$ cat config.mk
export PLATFORM = sky130hd
export DESIGN_NAME = timer_ctrl
export DESIGN_NICKNAME = d
export VERILOG_FILES = /design/src/rtl/timer_ctrl_pkg.sv /design/src/rtl/tick_divider.sv /design/src/rtl/timer_ctrl.sv
export SDC_FILE = /design/constraint.sdc
export NUM_CORES = 1
export LEC_CHECK = 0
export CAP_MARGIN = 25
export CORE_ASPECT_RATIO = 0.8
export CORE_MARGIN = 8
export CORE_UTILIZATION = 43
export CTS_BUF_LIST = sky130_fd_sc_hd__clkbuf_4
export DETAILED_ROUTE_END_ITERATION = 10
export GPL_TIMING_DRIVEN = 0
export PLACE_DENSITY_LB_ADDON = 0.05
export SLEW_MARGIN = 20
export SYNTH_ARGS = -nofsm -noshare
export SYNTH_HDL_FRONTEND = slang
export SYNTH_SLANG_ARGS = --single-unit
$ cat constraint.sdc
create_clock -name clk -period 2.5 [get_ports clk]
set_input_delay 0.625 -clock clk [delete_from_list [all_inputs] [get_ports clk]]
set_output_delay 0.625 -clock clk [all_outputs]
set_load 0.05 [all_outputs]
$ cat src/rtl/timer_ctrl_pkg.sv
`default_nettype none
// ============================================================================
// Module      : timer_ctrl_pkg
// Description : Register map, CTRL/STATUS bit positions and FSM states for
//               the programmable timer controller.
// Revision    : 1.0 - initial release
// ============================================================================
package timer_ctrl_pkg;

    localparam logic [1:0] ADDR_CTRL     = 2'd0;
    localparam logic [1:0] ADDR_PERIOD   = 2'd1;
    localparam logic [1:0] ADDR_PRESCALE = 2'd2;
    localparam logic [1:0] ADDR_STATUS   = 2'd3;

    localparam int CTRL_EN       = 0;
    localparam int CTRL_PERIODIC = 1;
    localparam int CTRL_IRQ_EN   = 2;
    localparam int CTRL_W        = 3;

    localparam int STATUS_PENDING = 0;
    localparam int STATUS_RUNNING = 1;

    typedef enum logic [0:0] {
        ST_IDLE = 1'b0,
        ST_RUN  = 1'b1
    } state_t;

endpackage
`default_nettype wire

$ cat src/rtl/tick_divider.sv
`default_nettype none
// ============================================================================
// Module      : tick_divider
// Description : Prescale counter; ticks whenever the count reaches or passes
//               the limit, then restarts from zero.
// Revision    : 1.0 - initial release
// ============================================================================
module tick_divider #(
    parameter int DATA_W = 16
) (
    input  logic              clk,
    input  logic              rst_n,
    input  logic              clear,
    input  logic              run,
    input  logic [DATA_W-1:0] limit,
    output logic              tick
);

    logic [DATA_W-1:0] r_count;

    // >= rather than == so a limit lowered below the count fires at once
    assign tick = run && (r_count >= limit);

    always_ff @(posedge clk or negedge rst_n) begin
        if (!rst_n) begin
            r_count <= '0;
        end else if (clear || !run || tick) begin
            r_count <= '0;
        end else begin
            r_count <= r_count + DATA_W'(1);
        end
    end

endmodule
`default_nettype wire

$ cat src/rtl/timer_ctrl.sv
`default_nettype none
// ============================================================================
// Module      : timer_ctrl
// Description : CPU-programmable timer: CTRL/PERIOD/PRESCALE/STATUS registers,
//               run/idle sequencing, one-cycle expiry pulse and level irq.
// Revision    : 1.0 - initial release
// ============================================================================
module timer_ctrl
    import timer_ctrl_pkg::*;
#(
    parameter int DATA_W = 16
) (
    input  logic              clk,
    input  logic              rst_n,
    input  logic              wr_en,
    input  logic [1:0]        addr,
    input  logic [DATA_W-1:0] wdata,
    output logic [DATA_W-1:0] rdata,
    output logic              expire,
    output logic              irq
);

    state_t             r_state;
    state_t             w_next_state;
    logic [CTRL_W-1:0]  r_ctrl;
    logic [DATA_W-1:0]  r_period;
    logic [DATA_W-1:0]  r_prescale;
    logic [DATA_W-1:0]  r_count;
    logic               r_pending;
    logic               r_expire;

    logic               w_ctrl_wr;
    logic               w_status_clr;
    logic               w_tick;
    logic               w_expiry;
    logic               w_running;

    assign w_ctrl_wr    = wr_en && (addr == ADDR_CTRL);
    assign w_status_clr = wr_en && (addr == ADDR_STATUS) && wdata[STATUS_PENDING];
    assign w_running    = (r_state == ST_RUN);

    tick_divider #(
        .DATA_W (DATA_W)
    ) u_tick_divider (
        .clk    (clk),
        .rst_n  (rst_n),
        .clear  (w_ctrl_wr),
        .run    (w_running),
        .limit  (r_prescale),
        .tick   (w_tick)
    );

    always_ff @(posedge clk or negedge rst_n) begin
        if (!rst_n) begin
            r_state <= ST_IDLE;
        end else begin
            r_state <= w_next_state;
        end
    end

    // A CTRL write (stop or restart) always pre-empts an expiry on the same edge
    always_comb begin
        w_next_state = r_state;
        w_expiry     = 1'b0;
        case (r_state)
            ST_IDLE: begin
                if (w_ctrl_wr && wdata[CTRL_EN]) begin
                    w_next_state = ST_RUN;
                end
            end
            ST_RUN: begin
                if (w_ctrl_wr) begin
                    if (!wdata[CTRL_EN]) begin
                        w_next_state = ST_IDLE;
                    end
                end else if (w_tick && (r_count >= r_period)) begin
                    w_expiry = 1'b1;
                    if (!r_ctrl[CTRL_PERIODIC]) begin
                        w_next_state = ST_IDLE;
                    end
                end
            end
            default: w_next_state = ST_IDLE;
        endcase
    end

    always_ff @(posedge clk or negedge rst_n) begin
        if (!rst_n) begin
            r_ctrl     <= '0;
            r_period   <= '0;
            r_prescale <= '0;
        end else begin
            if (w_ctrl_wr) begin
                r_ctrl <= wdata[CTRL_W-1:0];
            end else if (w_expiry && !r_ctrl[CTRL_PERIODIC]) begin
                r_ctrl[CTRL_EN] <= 1'b0;
            end
            if (wr_en && (addr == ADDR_PERIOD)) begin
                r_period <= wdata;
            end
            if (wr_en && (addr == ADDR_PRESCALE)) begin
                r_prescale <= wdata;
            end
        end
    end

    always_ff @(posedge clk or negedge rst_n) begin
        if (!rst_n) begin
            r_count   <= '0;
            r_pending <= 1'b0;
            r_expire  <= 1'b0;
        end else begin
            if (w_ctrl_wr || !w_running || w_expiry) begin
                r_count <= '0;
            end else if (w_tick) begin
                r_count <= r_count + DATA_W'(1);
            end
            // Set has priority over the W1C clear
            if (w_expiry) begin
                r_pending <= 1'b1;
            end else if (w_status_clr) begin
                r_pending <= 1'b0;
            end
            r_expire <= w_expiry;
        end
    end

    always_comb begin
        rdata = '0;
        case (addr)
            ADDR_CTRL:     rdata[CTRL_W-1:0] = r_ctrl;
            ADDR_PERIOD:   rdata             = r_period;
            ADDR_PRESCALE: rdata             = r_prescale;
            default: begin
                rdata[STATUS_PENDING] = r_pending;
                rdata[STATUS_RUNNING] = w_running;
            end
        endcase
    end

    assign expire = r_expire;
    assign irq    = r_pending && r_ctrl[CTRL_IRQ_EN];

endmodule
`default_nettype wire

-- After elaboration in Yosys (flattened, before gate mapping)
Cells that the tools add are included.
Widths: inputs -> output; s select.
- flip-flop bits (word level): 70
- bits of input ports: 21
- logic and storage cells: 55
- add/subtract/negate cells: 2
- $lt $le $gt $ge: 2
- equality and inequality tests: 3
- muxes and demuxes: 19
- bitwise gates (word level): 1
- reduce and logical (&&, ||, !) cells: 19
- operators by type and width (cell ; count):
    $mux 16 ; 3
    $add 16x1->16 const B ; 2
    $ge 16x16->1 ; 2
    $pmux 13 s2 ; 1
    $mux 1 ; 12
    $logic_and 1x1->1 ; 10
    $pmux 2 s3 ; 1
    $reduce_bool 2->1 ; 3
    $eq 2x2->1 const B ; 2
    $logic_or 1x1->1 ; 3
    $pmux 1 s3 ; 1
    $eq 2x1->1 const B ; 1
    $logic_not 1->1 ; 2
    $logic_not 2->1 ; 1
    $pmux 1 s2 ; 1
    $not 1->1 ; 1

-- Depth between registers and ports, before layout
Gate-level depths: netlist of the first run.
- depth after elaboration: 9
- depth in mapped cells: 10

-- Modules after synthesis
From an unflattened synthesis of the first run, not the netlist that was laid out.
- cells, all modules: 412
- area, all modules: 4349.2 um2
- by module, submodules not included (module ; times used ; cells an instance ; area an instance (um2)):
    timer_ctrl ; 1 ; 279 ; 3060.4
    tick_divider ; 1 ; 133 ; 1288.7

-- Worst setup path before layout of the first run
Ideal clock, no wire load.
- kind: input to output
- start point: input port addr[0]
- end point: output port rdata[0]
- arrival: 2.268 ns
- setup slack: -0.393 ns
- stages on the path: 6
- path buffers: 2
- cells stage by stage: inv_1 > ha_1 > clkbuf_1 > clkbuf_1 > a222oi_1 > mux2i_1
- cells in the longest elaborated chain, start to end: 2
- elaborated cells between the ends (all ways): 4
- classes of those cells: 2 x eq/ne; 1 x mux; 1 x reduce/logical
- RTL lines (element ; RTL line ; RTL):
    start: declaration ; timer_ctrl.sv:16 ; input logic [1:0] addr,
    $eq 2x2->1 (tied with other cells) ; timer_ctrl.sv:130 ; case (addr)
    $pmux 2 s3 (*) ; timer_ctrl.sv:130 ;
    end: declaration ; timer_ctrl.sv:18 ; output logic [DATA_W-1:0] rdata,
Mark *: on every way between the ends. The rest lies on a longest branch, timed or not.

-- Worst setup path after layout of the first run
- start point: input port addr[1]
- end point: output port rdata[0]
The elaborated chain is that of the path after synthesis.

==> results.toml, run 1 <==
[outcome]
status = "finished, final reports clean"

[synthesis]
synthCells = 426
postSynth.asyncResetShare = 1.00
synthesis.nets = 485
syn_area_um2 = 4210
ys_warn_count = 0
syn-mean-instance-area_um2 = 9.87
synth_cell_types = 50
synth-seq-area-share = 0.416
ys_ff_latch = 70
ys.flop_type = "dfrtp_1"
synth-edff-count = 0

[power]
p_seq_frac = 0.457
peakVddDrop_v = 0.000311
p_leak_uw = 0.00245
clkPwrFrac = 0.251
p_sw_frac = 0.336
power_frac_comb = 0.292
p_switching_uw = 1010
p_int_uw = 1990
power_density_nw_per_um2 = 575

[global_route]
gr-total-overflow = 0
grt_start_max_net_pins = 56
antenna_found_initial = 0
track_usage = 0.175
grt_pass1_vias = 3404
grt_pass1_wl_um = 18000

[floorplanning]
design.core.area_um2 = 9570
die_h_um = 104
dieArea_um2 = 13200
ios = 39
fp.dieW_um = 127
initial_core_util = 0.440
rows = 32

[place]
hpwl_um = 7910
routabilityCongestion = 0.825
io_buffers = 38
placed_cell_area_um2 = 4840
dp.cells = 584
post-place-ws_ns = -1.46

[routing]
vias_per_cell = 5.39
detail-route-antenna-nets = 0
dr.first_iter.drc_count = 243
firstDrtPassIters = 8
wl_per_cell_um = 17.6
num_vias = 3307
drc = 0
finalWirelength_um = 10800

[finish]
instances_no_fill = 613
drive_gt1_frac = 0.277
nets = 548
antennaDiodeCount = 0
fin_area_um2 = 5220
area_delta_synth_final_pct = 24.0
utilization = 0.545

[clock_network]
clk_pin_slew_ns = 0.11
cts_sinks = 70
clockBufferDepth = 2
ctsHtreeMaxLevel = 3
insertion_delay_ns = 0.44
cts_root_buf = "clkbuf_4"
cts_buffers = 9
cts_tree = "built"

[timing]
setup_viol = 0
fmax_mhz = 408
setup_ws_ns = 0.0509
worstMarginPinSlew_ns = 0.652
skew_ns = 0.0125
period_share = 0.980
hold-worst-slack_ns = 0.0355
max_slew_margin = 0.565
period_minus_slack_ns = 2.45
slew_violations = 0
report.final.hold_viol_count = 0

[setup_path]
crit_fanout = 7
arrival_ns = 1.82
endpoint_kind = "primary output"
critPathSlowestCell = "a222oi_1"
path_cells = "buf_4 > ha_4 > clkbuf_16 > a222oi_1 > mux2i_4 > buf_6"
critPathLaunchType = "input pin"
slowest_delay_ns = 0.45
critPathKind = "input pin to primary output"
cp.required_ns = 1.88

[worst_hold_path]
min-delay-path-class = "input pin to asynchronous set/reset pin"

[run]
maxCapViolations = 0
[synth_stat cells (all sizes together), types with 2 or more instances]
library cell	number	share of area
dfrtp	70	0.42
inv	45	0.040
ha	38	0.11
mux2	34	0.091
nand2	32	0.029
nand3	28	0.033
nor2	27	0.024
a21oi	22	0.029
a22oi	13	0.023
and3	13	0.020
nor2b	13	0.019
clkbuf	8	0.0071
o21ai	7	0.0083
xor2	7	0.015
buf	6	0.016
nor3	6	0.0071
o2bb2ai	6	0.012
and2	5	0.0080
or3	4	0.0059
xnor2	4	0.0083
a222oi	3	0.0071
nand4	3	0.0045
o211ai	3	0.0054
o22ai	3	0.0045
a2111o	2	0.0054
a21o	2	0.0039
a221o	2	0.0048
a31oi	2	0.0030
mux2i	2	0.0048
nand3b	2	0.0036
nand4b	2	0.0042
o21a	2	0.0036
[layout by cell type, fill, tap and decap left out, types with 4 or more instances in the layout]
cell type / Yosys / routed
a21oi_1: 19 / 18
a22oi_1: 13 / 13
and3_1: 11 / 11
buf_2: 1 / 10
buf_4: 1 / 16
buf_6: 3 / 7
clkbuf_4: 0 / 12
clkdlybuf4s50_1: 0 / 18
dfrtp_1: 70 / 68
ha_1: 38 / 32
ha_4: 0 / 5
inv_1: 45 / 42
mux2_2: 34 / 34
nand2_1: 32 / 31
nand3_1: 28 / 28
nor2_1: 27 / 26
nor2b_2: 0 / 9
nor3_1: 6 / 5
o21ai_0: 6 / 5
o2bb2ai_1: 6 / 6
or3_1: 4 / 4
xnor2_1: 4 / 4
xor2_1: 7 / 7
[layout make-up]
| cell class | count | area [um2] |
|---|---|---|
| fill | 885 | 4350 |
| clock buffer | 12 | 90.1 |
| tap | 119 | 149 |
| inverter | 45 | 171 |
| timing repair buffer | 54 | 515 |
| sequential | 70 | 1750 |
| multi-input combinational | 297 | 2370 |
| buffer | 12 | 123 |
| clock inverter | 4 | 47.5 |
[sequential cells by signal, summed over array words and instances (netlist names)]
register	count
expire	1
r_count	16
r_period	16
r_ctrl	3
r_state	1
r_prescale	16
r_pending	1
u_tick_divider.r_count	16
[per-stage QoR]
step	power (uW)	setup TNS [ns]
after CTS	2970	0
after global placement	2160	-177.88
after global routing	3180	-0.0425
final	3000	0
after floorplan	1900	-0.0734
after detailed placement	2190	-58.93
[repair_timing]
| action | CTS | global route |
|---|---|---|
| pin swaps | 5 | 13 |
| hold buffers | 0 | 0 |
| cloned | 0 | 1 |
| hold endpoints to repair | 0 | 0 |
| buffers inserted | 9 | 5 |
| endpoints found under the setup margin | 58 | 41 |
| gates resized for setup | 107 | 17 |
[worst paths after layout]
check	slack, ns	start	cells past startpoint	endpoint
worst max register to register	0.10	r_period[9]	10	r_count[15]
max in group asynchronous	1.92	rst_n	2	r_prescale[10]
worst max-delay path	0.05	addr[1]	6	rdata[0]
min in group clk	0.52	u_tick_divider.r_count[0]	1	u_tick_divider.r_count[0]
worst min-delay path	0.04	rst_n	1	r_count[14]
worst min register to register	0.52	u_tick_divider.r_count[0]	1	u_tick_divider.r_count[0]
[cell families (layout without fill, tap and decap cells)]
group           count (synthesis)  in the layout  synth area share
xor+xnor                       11             11            0.0229
buf+inv                        59            127            0.0631
compound gates                 72             72             0.121
flops                          70             70             0.416
simple gates                  140            140             0.167
fa+ha+maj                      38             38             0.113
mux                            36             36            0.0958
[layer usage]
| layer | global-route usage | wire, um | vias to the layer above |
|---|---|---|---|
| met4 | 0.0574 | 142 | 0 |
| li1 | - | - | 1625 |
| met1 | 0.242 | 5470 | 1611 |
| met5 | 0 | 0 | - |
| met2 | 0.253 | 4630 | 61 |
| met3 | 0.0497 | 543 | 10 |
[worst max-delay path: cells and delay by family]
family	cells	cell delay (ns)
buffers and inverters	3	0.46
adder cells (fa/ha/maj)	1	0.17
multiplexers	1	0.11
AO/OA/AOI/OAI	1	0.45
[power groups by stage]
stage / sequential (uW) / combinational, uW / clock (uW)
final: 1370 / 877 / 752
after global routing: 1390 / 965 / 825
after detailed placement: 1390 / 797 / 0
after floorplan: 1340 / 555 / 0
after CTS: 1370 / 827 / 778
after global placement: 1380 / 779 / 0
No activity file was read; power rests on OpenSTA's default activity.
==> run 2, diff against run 1 <==
--- a/config.mk
+++ b/config.mk
@@ -11,6 +11,7 @@
 export CORE_UTILIZATION = 43
 export CTS_BUF_LIST = sky130_fd_sc_hd__clkbuf_4
 export DETAILED_ROUTE_END_ITERATION = 10
+export DONT_BUFFER_PORTS = 1
 export GPL_TIMING_DRIVEN = 0
 export PLACE_DENSITY_LB_ADDON = 0.05
 export SLEW_MARGIN = 20
==> results.toml, run 2 (synthesis gave the netlist of run 1 again) <==
[power]
power_density_nw_per_um2 = 611
peakVddDrop_v = 0.000368
p_leak_uw = 0.00225

[finish]
area_delta_synth_final_pct = 14.5
nets = 504
final_common_cell = "dfrtp_1"
n_fill_cell = 896
final_cell_mix = "dfrtp_1 (68), inv_1 (44), mux2_2 (34), ha_1 (34), nand2_1 (31)"
utilization = 0.503
instances_no_fill = 569
drive_gt1_frac = 0.238
antennaDiodeCount = 0

[global_route]
grt_pass1_wl_um = 17200
grt_start_max_net_pins = 71
antenna_found_initial = 0
grt_pass1_vias = 3127
gr-total-overflow = 0
track_usage = 0.167

[floorplanning]
dieArea_um2 = 13200
rows = 32
initial_core_util = 0.440
die_h_um = 104
fp.dieW_um = 127
ios = 39
design.core.area_um2 = 9570

[place]
dp.cells = 545
routabilityCongestion = 0.821
hpwl_um = 7620
io_buffers = 0

[clock_network]
clockBufferDepth = 2
cts_root_buf = "clkbuf_4"
cts_buffers = 9
insertion_delay_ns = 0.44
cts_sinks = 70
ctsHtreeMaxLevel = 3
cts_tree = "built"
clk_pin_slew_ns = 0.14

[timing]
report.final.hold_viol_count = 0
slew_violations = 0
tns_ns = 0
period_minus_slack_ns = 2.45
setup_viol = 0
max_slew_margin = 0.544
worstMarginPinSlew_ns = 0.685
hold-worst-slack_ns = 0.0362
period_share = 0.980
fmax_mhz = 408
skew_ns = 0.0225
rsz0062_at_grt = "yes"

[routing]
dr.first_iter.drc_count = 191
wl_per_cell_um = 18.3
finalWirelength_um = 10400
firstDrtPassIters = 4
num_vias = 3129
detail-route-antenna-nets = 0
vias_per_cell = 5.50
drc = 0

[setup_path]
arrival_ns = 1.82
path_cells = "inv_1 > ha_2 > clkbuf_8 > a222oi_1 > mux2i_4"
crit_fanout = 10
slowest_delay_ns = 0.47
cp.required_ns = 1.88
endpoint_kind = "primary output"
critPathSlowestCell = "a222oi_1"
critPathLaunchType = "input pin"
critPathKind = "input pin to primary output"

[worst_hold_path]
min-delay-path-class = "input pin to asynchronous set/reset pin"

[outcome]
status = "finished, final reports clean"

[run]
maxCapViolations = 0
==> run 2: cell count changes in the layout (fill, tap and decap cells not counted), sizes merged <==
| cell | before | now |
|---|---|---|
| clkbuf | 20 | 16 |
| inv | 45 | 48 |
| clkinv | 2 | 1 |
| buf | 37 | 15 |
| clkdlybuf4s15 | 2 | 0 |
| clkinvlp | 1 | 2 |
| dlymetal6s2s | 1 | 0 |
| clkdlybuf4s50 | 18 | 0 |
==> run 2: area by class of cell <==
| type | instances | area (um2) | area share |
|---|---|---|---|
| Buffer | 12 | 105 | 0.0218 |
| Clock buffer | 9 | 67.6 | 0.0140 |
| Multi-Input combinational cell | 297 | 2370 | 0.491 |
| Sequential cell | 70 | 1750 | 0.364 |
| Clock inverter | 7 | 80.1 | 0.0166 |
| Inverter | 45 | 169 | 0.0351 |
| Tap cell | 119 | 149 | 0.0309 |
| Timing Repair Buffer | 10 | 125 | 0.0260 |
==> run 2: power breakdown <==
group	leakage (uW)	total (uW)	switching [uW]	internal (uW)
logic	0.00128	786	447	339
registers	0.000896	1370	114	1250
clock network	0.0000735	792	475	316
total	0.00225	2940	1040	1910
==> run 2: critical path: cells and delay by family <==
kind	cells	cell delay, ns
compound gates	1	0.47
fa+ha+maj	1	0.26
buf+inv	2	0.23
mux	1	0.24
==> run 2: path summary, 6_finish.rpt <==
kind / cells past startpoint / end / from / slack, ns
setup / recovery: 5 / rdata[0] / addr[0] / 0.05
hold / removal: 1 / r_count[14] / rst_n / 0.04
setup reg to reg: 10 / r_count[11] / r_period[9] / 0.12
hold reg to reg: 1 / u_tick_divider.r_count[0] / u_tick_divider.r_count[0] / 0.54
max in group asynchronous: 1 / r_period[1] / rst_n / 2.12
min in group clk: 1 / r_prescale[11] / wdata[11] / 0.32
==> run 2: repair_timing <==
action / 4_1_cts / 5_1_grt
hold endpoints to repair: 70 / 0
hold buffers: 1 / 0
pin swaps: 1 / 11
gates cloned: 0 / 1
gates resized for setup: 18 / 11
setup endpoints to repair: 22 / 30
setup buffers: 4 / 4
==> run 2: through the flow <==
stage | setup WS [ns] | instance area [um2] | total power [uW]
global route | -0.0222 | 4820 | 3130
floorplan | -0.0147 | 4290 | 1900
global placement | -0.507 | 4430 | 2060
finish | 0.0509 | 4820 | 2940
CTS | 0.00540 | 4700 | 2940
detailed placement | -0.468 | 4430 | 2070
==> run 2: routing by layer <==
layer | up-vias | track usage | part of all wire
met4 | 0 | 0.0454 | 0.0074
met1 | 1521 | 0.236 | 0.51
met2 | 58 | 0.233 | 0.42
li1 | 1543 | - | -
met5 | - | 0 | 0
met3 | 7 | 0.0564 | 0.060
==> run 3, diff against run 2 <==
==> constraint.sdc (replaced) <==
create_clock -name clk -period 3.1 [get_ports clk]
set_input_delay 0.775 -clock clk [delete_from_list [all_inputs] [get_ports clk]]
set_output_delay 0.775 -clock clk [all_outputs]
set_load 0.05 [all_outputs]
==> results.toml, run 3 (synthesis gave the netlist of run 1 again) <==
[power]
p_leak_uw = 0.00219
power_uw = 2450
power_density_nw_per_um2 = 525
peakVddDrop_v = 0.000307

[setup_path]
endpoint_kind = "primary output"
critPathLaunchType = "input pin"
cp.required_ns = 2.32
critPathSlowestCell = "nor2b_2"
critPathKind = "input pin to primary output"
path_cells = "inv_1 > ha_1 > clkbuf_1 > nor2b_2"
crit_family = "simple AND/OR/NAND/NOR gates"
arrival_ns = 2.24
crit_fanout = 10
slowest_delay_ns = 0.59
cp.buffers_inverters = 2

[routing]
wl_per_cell_um = 18.6
detail-route-antenna-nets = 0
drc = 0
vias_per_cell = 5.58
num_vias = 3124
finalWirelength_um = 10400
firstDrtPassIters = 4
dr.first_iter.drc_count = 183

[worst_hold_path]
min-delay-path-class = "input pin to asynchronous set/reset pin"

[timing]
max_slew_margin = 0.336
period_minus_slack_ns = 3.01
skew_ns = 0.0152
report.final.hold_viol_count = 0
tns_ns = 0
worstMarginPinSlew_ns = 0.994
slew_violations = 0
fmax_mhz = 332
setup_viol = 0
rsz0062_at_grt = "no"
period_share = 0.972

[clock_network]
clk_pin_slew_ns = 0.13
ctsHtreeMaxLevel = 3
insertion_delay_ns = 0.43
cts_buffers = 9
clockBufferDepth = 2
cts_sinks = 70
cts_root_buf = "clkbuf_4"
cts_tree = "built"

[run]
maxCapViolations = 0

[floorplanning]
die_h_um = 104
fp.dieW_um = 127
dieArea_um2 = 13200
rows = 32
design.core.area_um2 = 9570
ios = 39
initial_core_util = 0.440

[place]
io_buffers = 0
hpwl_um = 7760
routabilityCongestion = 0.830

[global_route]
antenna_found_initial = 0
grt_pass1_wl_um = 17400
grt_start_max_net_pins = 71
gr-total-overflow = 0
track_usage = 0.168
grt_pass1_vias = 3214

[finish]
area_delta_synth_final_pct = 11.2
nets = 495
final_cell_mix = "dfrtp_1 (70), inv_1 (45), ha_1 (38)"
final_common_cell = "dfrtp_1"
drive_gt1_frac = 0.193
n_fill_cell = 914
utilization = 0.489
antennaDiodeCount = 0

[outcome]
status = "finished, final reports clean"
-- run 3: changes by cell type in the layout (fill, tap and decap cells not counted), moves of 3 or more --
cell,delta
buf_4,-7
ha_1,+4
inv_6,-3
nor2b_4,-3
-- run 3: worst paths after layout --
path / slack [ns] / depth (start not counted) / from / endpoint
setup / recovery: 0.09 / 4 / addr[0] / rdata[9]
hold / removal: 0.22 / 1 / rst_n / r_period[10]
max in group asynchronous: 2.61 / 1 / rst_n / r_count[0]
setup reg to reg: 0.57 / 9 / r_period[10] / r_count[4]
hold reg to reg: 0.55 / 1 / r_pending / r_pending
min in group clk: 0.48 / 1 / wdata[12] / r_prescale[12]
-- run 3: final cells by class --
class	instances	area [um2]	share of cell area
sequential	70	1750	0.375
tap	119	149	0.0318
clock buffer	9	67.6	0.0145
buffer	12	91.3	0.0195
inverter	45	169	0.0361
timing repair buffer	1	27.5	0.00589
multi-input combinational	297	2300	0.491
clock inverter	7	123	0.0262
-- run 3: repair_timing --
| item | 4_1_cts | 5_1_grt |
|---|---|---|
| hold buffers | 1 | 0 |
| gates resized for setup | 21 | 6 |
| endpoints found under the setup margin | 15 | 11 |
| buffers inserted | 0 | 0 |
| endpoints found under the hold margin | 70 | 0 |
| gates cloned | 0 | 0 |
| pin swaps | 0 | 0 |
-- run 3: per-stage QoR --
step	setup WS [ns]	instances	hold slack, ns	instance area [um2]
2_1_floorplan	0.00555	426	0.475	4210
3_3_place_gp	-0.479	545	0.482	4360
3_5_place_dp	-0.485	545	0.482	4360
4_1_cts	0.000674	562	0.197	4650
5_1_grt	0.000551	560	0.206	4680
6_report	0.0853	560	0.225	4680
-- run 3: layer usage --
layer | global-route usage | routed length (um) | vias up
li1 | - | - | 1517
met1 | 0.231 | 5180 | 1536
met2 | 0.244 | 4520 | 63
met3 | 0.0574 | 631 | 8
met4 | 0.0454 | 97 | 0
met5 | 0 | 0 | -
-- run 3: where the power goes --
| group | internal, uW | switching [uW] |
|---|---|---|
| Clock | 410 | 362 |
| Sequential | 1010 | 90.6 |
| Combinational | 235 | 347 |
